### config.mk
export PLATFORM = sky130hd
export DESIGN_NAME = debounce_edge_array
export DESIGN_NICKNAME = d
export VERILOG_FILES = /design/src/rtl/debounce_edge_array.sv
export SDC_FILE = /design/constraint.sdc
export NUM_CORES = 1
export LEC_CHECK = 0
export ABC_AREA = 1
export BUFFER_PORTS_ARGS = -buffer_cell sky130_fd_sc_hd__buf_2
export CAP_MARGIN = 40
export CORE_UTILIZATION = 47
export CTS_BUF_LIST = sky130_fd_sc_hd__clkbuf_16
export CTS_CLUSTER_DIAMETER = 150
export DETAILED_ROUTE_END_ITERATION = 6
export HOLD_SLACK_MARGIN = 0.05
export PLACE_DENSITY = 0.8
export SETUP_SLACK_MARGIN = 0.4
export SYNTH_ARGS = -nofsm -noshare
export SYNTH_HDL_FRONTEND = slang
export SYNTH_SLANG_ARGS = --single-unit
### constraint.sdc
create_clock -name clk -period 1.1 [get_ports clk]
set_input_delay 0.11 -clock clk [delete_from_list [all_inputs] [get_ports clk]]
set_output_delay 0.11 -clock clk [all_outputs]
set_load 0.005 [all_outputs]
### src/rtl/debounce_edge_array.sv
// Multi-channel input conditioner: synchroniser, stable-count debouncer,
// rise/fall pulse generation and sticky event flags with write-1-to-clear.
module debounce_edge_array #(
  parameter int unsigned CH          = 4,
  parameter int unsigned SYNC_STAGES = 2,
  parameter int unsigned DB_CYCLES   = 16
) (
  input  logic          clk,
  input  logic          rstn,
  input  logic [CH-1:0] sig_in,
  input  logic [CH-1:0] rise_en,
  input  logic [CH-1:0] fall_en,
  input  logic [CH-1:0] clr,
  output logic [CH-1:0] level,
  output logic [CH-1:0] pos_edge,
  output logic [CH-1:0] neg_edge,
  output logic [CH-1:0] evt,
  output logic [CH-1:0] sticky,
  output logic          any_evt
);

  localparam int unsigned CNT_W = $clog2(DB_CYCLES + 1);
  localparam logic [CNT_W-1:0] CNT_LAST = CNT_W'(DB_CYCLES - 1);

  logic [CH-1:0]    sync_r [SYNC_STAGES];
  logic [CNT_W-1:0] cnt    [CH];
  logic [CNT_W-1:0] cnt_nx [CH];
  logic [CH-1:0]    sync_q;
  logic [CH-1:0]    level_nx;
  logic [CH-1:0]    pos_nx;
  logic [CH-1:0]    neg_nx;
  logic [CH-1:0]    evt_nx;

  assign sync_q = sync_r[SYNC_STAGES-1];

  // Per-channel debounce: a new level is accepted after DB_CYCLES
  // consecutive mismatching synchronised samples.
  always_comb begin
    level_nx = level;
    pos_nx   = '0;
    neg_nx   = '0;
    for (int i = 0; i < int'(CH); i++) begin
      cnt_nx[i] = '0;
      if (sync_q[i] != level[i]) begin
        if (cnt[i] == CNT_LAST) begin
          level_nx[i] = sync_q[i];
          pos_nx[i]   = sync_q[i];
          neg_nx[i]   = ~sync_q[i];
        end else begin
          cnt_nx[i] = cnt[i] + CNT_W'(1);
        end
      end
    end
    evt_nx = (pos_nx & rise_en) | (neg_nx & fall_en);
  end

  always_ff @(posedge clk) begin
    if (!rstn) begin
      for (int k = 0; k < int'(SYNC_STAGES); k++) sync_r[k] <= '0;
      for (int i = 0; i < int'(CH); i++) cnt[i] <= '0;
      level    <= '0;
      pos_edge <= '0;
      neg_edge <= '0;
      evt      <= '0;
      sticky   <= '0;
    end else begin
      sync_r[0] <= sig_in;
      for (int k = 1; k < int'(SYNC_STAGES); k++) sync_r[k] <= sync_r[k-1];
      for (int i = 0; i < int'(CH); i++) cnt[i] <= cnt_nx[i];
      level    <= level_nx;
      pos_edge <= pos_nx;
      neg_edge <= neg_nx;
      evt      <= evt_nx;
      // A new event on the same edge as a clear keeps the flag set.
      sticky   <= (sticky & ~clr) | evt_nx;
    end
  end

  assign any_evt = |sticky;

endmodule
==> metrics.txt, run 1 <==
outcome=finished, violations left; failing checks=setup timing; gr ovfl total=0; GR Util met3=7.50%; clk root buf=clkbuf_16; first-pass iteration count of the detailed router=4; Min-Delay Startpoint=rise_en[0]; post-placement cell count=327; Diodes inserted=0; min-delay worst type=input port to register; Total Power=3.93 mW; DRC=0; Final WS setup=-188 ps; Synth area leaders=dfxtp_1, nand2_1, inv_1, nor2_1, ha_1; fin nets=335; post-DR wirelength/cell=16.9 um; CP Capture Type=register; Row Count=22; worst-margin pin slew=353 ps; Startpoint Class=register; power density over the cells=1270 mW/mm^2; Finished Layout Cells=355; die height=64 um; Final Hold Fails=0; Synth cell types=15; Initial DRC Count=133; CTS tree=yes; Post-Syn Nets=254; CTS Buf Count=5; #FFs+latches synth=48; Post-DRT Antenna Nets=0; Detailed Route WL=5990 um; Critical Path AT=1520 ps; layout cell share with drive strength beyond 1=56.0%; GR Layer Usage met1=24.5%; Worst Path Max Fanout=4; Post-Syn Area per Cell=8.03 sq um; Setup CP Type=register to register; setup skew after layout=8.97 ps; clock slew at reported path FFs=70 ps; CP Launch Point=cnt[3][0]; first-pass GRT wire length=7360 um; Post-Syn Area=0.00181 sq mm; Slew headroom=76.5%; R2R Path End=sticky[3]; worst-case reg-to-reg path depth=8; CTS sink count=48; Top FF cell, synth=dfxtp_1; Synth warnings=0; H-tree level count=2; Hold WS=75.7 ps; met2 Resource Use GR=42.8%; hold path depth=3; Die W=64 um; Synth async-reset ratio=0%; GRT Max-Usage Layer=met2; final setup vio count=38; max frequency=776 MHz; pin count of the biggest net entering global routing=17; Seq/Total Area, Yosys=53.2%; # IOs=39; area grow syn2layout=71.3%; cell taking the most area after synthesis=dfxtp_1; CP required=1340 ps; Post-Route Setup TNS=-3610 ps; Clock Latency Late Sink=290 ps; Vias per Instance=5.14; clk buf depth=2; Pleak=1.50 nW; Post-synth EDFFs=0; Worst Hold Path EP=sticky[0]; FF-to-FF setup slack=-190 ps; area of the die=0.00410 sq mm; max-slew violation count=0; initial cell density of the core=49.4%; vias=1826; dpl hpwl=2510 um; Core Area=0.00366 sq mm; Synth top area share=53.2%; setup repair after global routing missed its margin=yes; reg-to-reg critical path startpoint=cnt[3][0]; Port Buffers=38; Total GRT Usage=24.3%; number of antenna violations at the first check in global routing=0; period utilization=117%; VDD IR max=1130 uV; Final min period=1290 ps; Placer Congestion=0.780; max_cap viols=0; cells after synthesis=225; vias in the first global route=1706
## routing by layer
metal / share of wire, % / vias to the layer above / wire (um)
li1: - / 849 / -
met3: 7.3 / 33 / 440
met2: 52 / 92 / 3120
met4: 4.7 / 0 / 281
met5: 0 / - / 0
met1: 36 / 852 / 2150
## placed cells by master (no fill, tap or decap), drive strengths merged
cell type and instances:
bufinv 2, nand3b 4, a21oi 5, nand3 17, nand2 47, dlygate4sd3 5
clkbuf 5, ha 11, xnor2 4, inv 40, nor3 2, buf 71
nor2 38, nand4 4, o21ai 4, dfxtp 48
## through the flow
| step | cell area (sq um) | setup WS [ps] | utilization [%] |
|---|---|---|---|
| after CTS | 2850 | -103 | 77.9 |
| after detailed placement | 2300 | -120 | 62.8 |
| after global routing | 3100 | -254 | 84.6 |
| after floorplan | 1930 | -40.5 | - |
| final | 3100 | -188 | 84.6 |
| after global placement | 2300 | -95.9 | 62.8 |
## state kept, by name, summed over array words and instances, names as in the netlist
register	cells
level	4
cnt	20
sync_r	8
pos_edge	4
evt	4
sticky	4
neg_edge	4
## power by group
| group | leakage (nW) | internal, mW | switching [mW] | total (mW) |
|---|---|---|---|---|
| clock | 0.0944 | 1.31 | 0.689 | 2.00 |
| combinational | 1.00 | 0.0721 | 0.108 | 0.180 |
| sequential | 0.399 | 1.74 | 0.0103 | 1.75 |
| total | 1.50 | 3.13 | 0.808 | 3.93 |
## kinds of logic after synthesis
| group | share of synthesized area, % |
|---|---|
| AOI/OAI and AO/OA | 2.49 |
| xor gates and xnor gates | 1.94 |
| adders and majority gates | 7.62 |
| buffers and inverters | 8.79 |
| DFF | 53.2 |
| and+or+nand+nor | 26.0 |
## worst max path at each step
stage,end,cells after the start
2_1_floorplan,sticky[1],8
3_3_place_gp,cnt[1][3],7
3_5_place_dp,evt[1],8
4_1_cts,sticky[3],8
5_1_grt,sticky[3],8
6_report,sticky[3],8
## Yosys cell counts, drive strengths merged (4+ instances only)
cell type and instances:
nand3b 4, ha 11, inv 39, nand4 4
o21ai 4, a21oi 5, nor2 38, nand2 47
nand3 17, xnor2 4, dfxtp 48
## final cells by class
type / instances / area [sq um]
clock buffers: 5 / 125
repair buffers: 76 / 538
clock inverters: 3 / 68.8
multi-input cells: 136 / 1160
flip-flops and latches: 48 / 995
inverters: 39 / 149
well taps: 48 / 60.1
fillers: 179 / 566
## critical path, cell delays in order (launching register included)
cell	delay, ps
dfxtp_2	370
ha_4	160
nand2_4	50
nor2_4	100
ha_4	180
nand2_4	80
nor2_4	150
nand2_2	80
nand3_2	50
## timing repair
| item | CTS | global route |
|---|---|---|
| pin swaps | 33 | 21 |
| endpoints found under the hold margin | 6 | 2 |
| gates resized for setup | 67 | 47 |
| endpoints found under the setup margin | 61 | 61 |
| buffers inserted | 8 | 7 |
| hold buffers | 4 | 1 |
No activity file was read; power rests on OpenSTA's default activity.
==> run 2: changes to the inputs <==
CELL_PAD_IN_SITES_DETAIL_PLACEMENT = 2   (was default)
CELL_PAD_IN_SITES_GLOBAL_PLACEMENT = 2   (was default)
CORE_UTILIZATION = 27   (was 47)
==> metrics.txt, run 2 (synthesis gave the netlist of run 1 again) <==
outcome=finished, violations left (unchanged); failing checks=DRC, setup timing (was setup timing); Total GRT Usage=20.8% (was 24.3%); worst-case reg-to-reg path depth=8 (unchanged); Worst Path Max Fanout=2 (was 4); max reg flops=20 (unchanged); Top reg by flops=cnt (unchanged); setup repair after global routing missed its margin=yes (unchanged); clk buf depth=2 (unchanged); CTS Buf Count=5 (unchanged); fin util=49.0% (was 84.6%); CTS sink count=48 (unchanged); clock slew at reported path FFs=70 ps (about the same); Diodes inserted=0 (unchanged); clk root buf=clkbuf_16 (unchanged); CP Capture Type=register (unchanged); first-pass iteration count of the detailed router=6 (was 4); Crit path max-delay family=simple AND/OR/NAND/NOR gates (unchanged); Slowest-stage cell, CP=dfxtp_2 (unchanged); final setup vio count=40 (was 38); Post-DRT Antenna Nets=0 (unchanged); Port Buffers=38 (unchanged); worst-margin pin slew=316 ps (was 353 ps); pin count of the biggest net entering global routing=14 (was 17); Clock Latency Late Sink=290 ps (about the same); hold path depth=3 (unchanged); gr ovfl total=0 (unchanged); Core Area=0.00642 sq mm (was 0.00366 sq mm); dpl hpwl=3660 um (was 2510 um); Total Power=3.64 mW (was 3.93 mW); CP required=1330 ps (was 1340 ps); Vias per Instance=4.62 (was 5.14); max_cap viols=0 (unchanged); GR Layer Usage met1=22.1% (was 24.5%); Worst Hold Path EP=sync_r[0][1] (was sticky[0]); Min-Delay Startpoint=sig_in[1] (was rise_en[0]); crit path cell chain=ha_4, nand2_4, nor2_4, ha_4, nand3_2, inv_2, nand2_4, nand3_2 (was ha_4, nand2_4, nor2_4, ha_4, nand2_4, nor2_4, nand2_2, nand3_2); crit path buf inv count=1 (was 0); vias in the first global route=2033 (was 1706); footprint of the multi-input gates=0.00120 sq mm (was 0.00116 sq mm); layout cell share with drive strength beyond 1=60.9% (was 56.0%); H-tree level count=2 (unchanged); period utilization=120% (was 117%); Top Registers=cnt: 20 flops, sync_r: 8 flops (unchanged); Startpoint Class=register (unchanged); vias=1775 (was 1826); Slew headroom=78.9% (was 76.5%); VDD IR max=564 uV (was 1130 uV); slowest cell delay on critical path=360 ps (was 370 ps); number of antenna violations at the first check in global routing=0 (unchanged); most frequent cells in the layout=buf_2, buf_4, inv_1, nand2_1, dfxtp_1 (was buf_2, nand2_1, inv_1, dfxtp_1, buf_4); Placer Congestion=0.712 (was 0.780); area of the die=0.00702 sq mm (was 0.00410 sq mm); post-placement cell count=359 (was 327); post-DR wirelength/cell=19.6 um (was 16.9 um); Finished Layout Cells=384 (was 355); max-slew violation count=0 (unchanged); reg-to-reg critical path startpoint=cnt[2][1] (was cnt[3][0]); area grow syn2layout=74.2% (was 71.3%); Post-DP Area=0.00236 sq mm (was 0.00230 sq mm); fin nets=337 (was 335); setup skew after layout=5.84 ps (was 8.97 ps); # IOs=39 (unchanged); Critical Path AT=1550 ps (was 1520 ps); GRT Max-Usage Layer=met2 (unchanged); Initial DRC Count=59 (was 133); first-pass GRT wire length=10800 um (was 7360 um); Detailed Route WL=7530 um (was 5990 um); Pleak=1.50 nW (about the same); Final Hold Fails=0 (unchanged); final instance area=0.00315 sq mm (was 0.00310 sq mm); FF-to-FF setup slack=-220 ps (was -190 ps); R2R Path End=sticky[2] (was sticky[3]); initial cell density of the core=28.1% (was 49.4%); min-delay worst type=input port to register (unchanged); register area=996 sq um (was 995 sq um); GR Util met3=3.17% (was 7.50%); DRC=8 (was 0); Final min period=1320 ps (was 1290 ps); Setup CP Type=register to register (unchanged); CTS tree=yes (unchanged); max frequency=758 MHz (was 776 MHz); Row Count=29 (was 22); Die W=83.8 um (was 64 um); number of fill cells=686 (was 179); met2 Resource Use GR=40.3% (was 42.8%); Final WS setup=-219 ps (was -188 ps); die height=83.8 um (was 64 um); power density over the cells=1160 mW/mm^2 (was 1270 mW/mm^2)
run 2: per-layer routing:
metal | part of all wire, % | wire length, um
met2 | 55 | 4130
met5 | 0 | 0
met1 | 40 | 3030
met4 | 2.0 | 149
met3 | 2.9 | 219
run 2: worst max-delay path by stage:
stage	startpoint	end	slack, ps	cells past startpoint
after detailed placement	cnt[3][1]	sticky[3]	-160	8
final	cnt[2][1]	sticky[2]	-220	8
after CTS	cnt[2][0]	sticky[2]	-120	8
after floorplan	cnt[1][0]	sticky[1]	-40	8
after global placement	cnt[1][1]	sticky[1]	-120	8
after global routing	cnt[2][1]	sticky[2]	-270	8
run 2: area by class of cell:
cell class	count	area share (%)
clock buffers	5	3.98
clock inverters	1	0.954
repair buffers	78	17.6
flip-flops and latches	48	31.7
multi-input cells	136	38.0
well taps	77	3.06
inverters	39	4.73
run 2: per-stage QoR:
step / setup slack [ps] / setup TNS [ps] / hold WS [ps]
floorplan: -40.5 / -580 / 208
global placement: -118 / -2530 / 294
CTS: -125 / -2630 / 44.9
detailed placement: -164 / -4380 / 302
global route: -271 / -7500 / 54.8
finish: -219 / -5510 / 42.5
run 2: tightest hold or removal path, stage by stage:
cell     delay (ps)
buf_2            90
nand2_1          50
inv_1            50
run 2: what timing repair did:
action / CTS / global route
endpoints found under the setup margin: 61 / 62
hold buffers: 3 / 0
buffers inserted: 8 / 8
resized for setup: 71 / 59
endpoints found under the hold margin: 5 / 0
pin swaps: 35 / 26
run 2: where the power goes:
part | leakage, nW | internal, mW | switching (mW)
Combinational | 1.03 | 0.0681 | 0.113
Sequential | 0.400 | 1.75 | 0.0125
Clock | 0.0757 | 1.05 | 0.647
Total | 1.50 | 2.86 | 0.773
==> run 3: changes to the inputs <==
SKIP_LAST_GASP = 1   (was default)
==> metrics.txt, run 3 (synthesis gave the netlist of run 1 again) <==
Clock Latency Late Sink=290 ps (about the same); layout cell share with drive strength beyond 1=61.7% (was 60.9%); period utilization=118% (was 120%); Detail Route met2 WL=4230 um (was 4130 um); outcome=finished, violations left (unchanged); CP required=1330 ps (about the same); Total Power=3.62 mW (was 3.64 mW); setup skew after layout=7.25 ps (was 5.84 ps); NetSw=0.757 mW (was 0.773 mW); Diodes inserted=0 (unchanged); Placer Congestion=0.712 (unchanged); Top reg by flops=cnt (unchanged); area grow syn2layout=78.5% (was 74.2%); CTS sink count=48 (unchanged); DR WL met3=206 um (was 219 um); final setup vio count=40 (unchanged); Seq pwr share=48.5% (was 48.4%); pin count of the biggest net entering global routing=14 (unchanged); worst-margin pin slew=320 ps (was 316 ps); number of antenna violations at the first check in global routing=0 (unchanged); initial cell density of the core=28.1% (unchanged); fin util=50.2% (was 49.0%); Slew headroom=78.7% (was 78.9%); clk root buf=clkbuf_16 (unchanged); failing checks=DRC, setup timing (unchanged); Clk pwr share=46.4% (was 46.6%); CP Capture Type=register (unchanged); number of fill cells=657 (was 686); die height=83.8 um (unchanged); Top Registers=cnt: 20 flops, sync_r: 8 flops (unchanged); Detailed Route WL=7600 um (was 7530 um); vias in the first global route=1994 (was 2033); Initial DRC Count=48 (was 59); setup repair after global routing missed its margin=yes (unchanged); VDD IR max=643 uV (was 564 uV); gr ovfl total=0 (unchanged); P_int=2.86 mW (about the same); fin nets=341 (was 337); most frequent cells in the layout=buf_4, nand2_1, inv_1 (was buf_2, buf_4, inv_1, nand2_1, dfxtp_1); DRC=7 (was 8); Die W=83.8 um (unchanged); dpl hpwl=3660 um (unchanged); post-DR wirelength/cell=19.6 um (about the same); Setup CP Type=register to register (unchanged); power density over the cells=1120 mW/mm^2 (was 1160 mW/mm^2); Pleak=1.54 nW (was 1.50 nW); Critical Path AT=1530 ps (was 1550 ps); Final min period=1300 ps (was 1320 ps); Final WS setup=-199 ps (was -219 ps); first-pass GRT wire length=10700 um (was 10800 um); Total GRT Usage=20.3% (was 20.8%); Worst Path Max Fanout=3 (was 2); clk buf depth=2 (unchanged); Row Count=29 (unchanged); register area=1000 sq um (was 996 sq um); max_cap viols=0 (unchanged); Vias per Instance=4.60 (was 4.62); Port Buffers=38 (unchanged); CTS Buf Count=5 (unchanged); min-delay worst type=input port to register (unchanged); M1 WL=2990 um (was 3030 um); clock slew at reported path FFs=70 ps (about the same); Gate power share=5.1% (was 5.0%); Post-DRT Antenna Nets=0 (unchanged); Hold WS=53.8 ps (was 42.5 ps); switching share of power=20.9% (was 21.2%); most common cell after layout, fill and taps aside=buf_4; H-tree level count=2 (unchanged); max frequency=770 MHz (was 758 MHz); area of the die=0.00702 sq mm (unchanged); CTS tree=yes (unchanged); first-pass iteration count of the detailed router=6 (unchanged); footprint of the multi-input gates=0.00121 sq mm (was 0.00120 sq mm); max-slew violation count=0 (unchanged); # IOs=39 (unchanged); vias=1783 (was 1775); Core Area=0.00642 sq mm (unchanged); Final Hold Fails=0 (unchanged); top sig layer=met4 (unchanged); Startpoint Class=register (unchanged); max reg flops=20 (unchanged)
==> run 3: changes by cell type in the layout (fill, tap and decap cells not counted), moves of 2 or more <==
cell | before | now
inv_2 | 7 | 9
buf_6 | 11 | 16
buf_2 | 32 | 28
nor2_1 | 7 | 9
nor2_2 | 17 | 14
buf_4 | 32 | 34
==> run 3: per-stage QoR <==
stage | setup slack [ps] | area, sq um | TNS, ps | std cells
floorplan | -40.5 | 1930 | -580 | 225
global placement | -118 | 2360 | -2530 | 359
detailed placement | -164 | 2360 | -4380 | 359
CTS | -125 | 2890 | -2640 | 376
global route | -281 | 3230 | -7350 | 388
finish | -199 | 3230 | -5150 | 388
==> run 3: critical path, cell delays in order (launching register included) <==
cell,delay [ps]
dfxtp_2,360
ha_4,150
nand2_4,50
nor2_4,170
ha_4,200
nand3_4,110
inv_2,80
nand2_2,60
nand3_2,60
==> run 3: timing repair <==
item | in CTS | in global routing
setup endpoints to repair | 61 | 62
buffers inserted | 8 | 11
pin swaps | 35 | 20
endpoints found under the hold margin | 5 | 1
gates resized for setup | 70 | 69
hold buffers | 3 | 1
==> run 3: cell type report <==
| class | count | area share (%) |
|---|---|---|
| multi-input combinational | 136 | 37.5 |
| sequential | 48 | 31.0 |
| timing repair buffer | 82 | 19.2 |
| inverter | 39 | 4.54 |
| clock buffer | 5 | 3.88 |
| tap | 77 | 2.99 |
| clock inverter | 1 | 0.931 |
==> run 3: power by group through the flow <==
stage	sequential, mW	combinational, mW	clock, mW
2_1_floorplan	1.80	0.0578	0
3_3_place_gp	1.80	0.115	0
3_5_place_dp	1.81	0.121	0
4_1_cts	1.76	0.152	1.70
5_1_grt	1.76	0.200	1.78
6_report	1.76	0.183	1.68
==> run 3: worst paths after layout <==
| check | start | depth (start not counted) | slack [ps] | to |
|---|---|---|---|---|
| max reg2reg | cnt[0][1] | 8 | -200 | sticky[0] |
| min | fall_en[3] | 3 | 50 | evt[3] |
| min reg2reg | sync_r[0][2] | 2 | 420 | sync_r[0][6] |
| max | cnt[0][1] | 8 | -200 | sticky[0] |
==> run 3: per-layer routing <==
metal	global-route usage, %	vias to the layer above
met4	6.27	0
met2	40.5	39
met3	3.56	12
li1	-	860
met5	0	-
met1	21.2	872
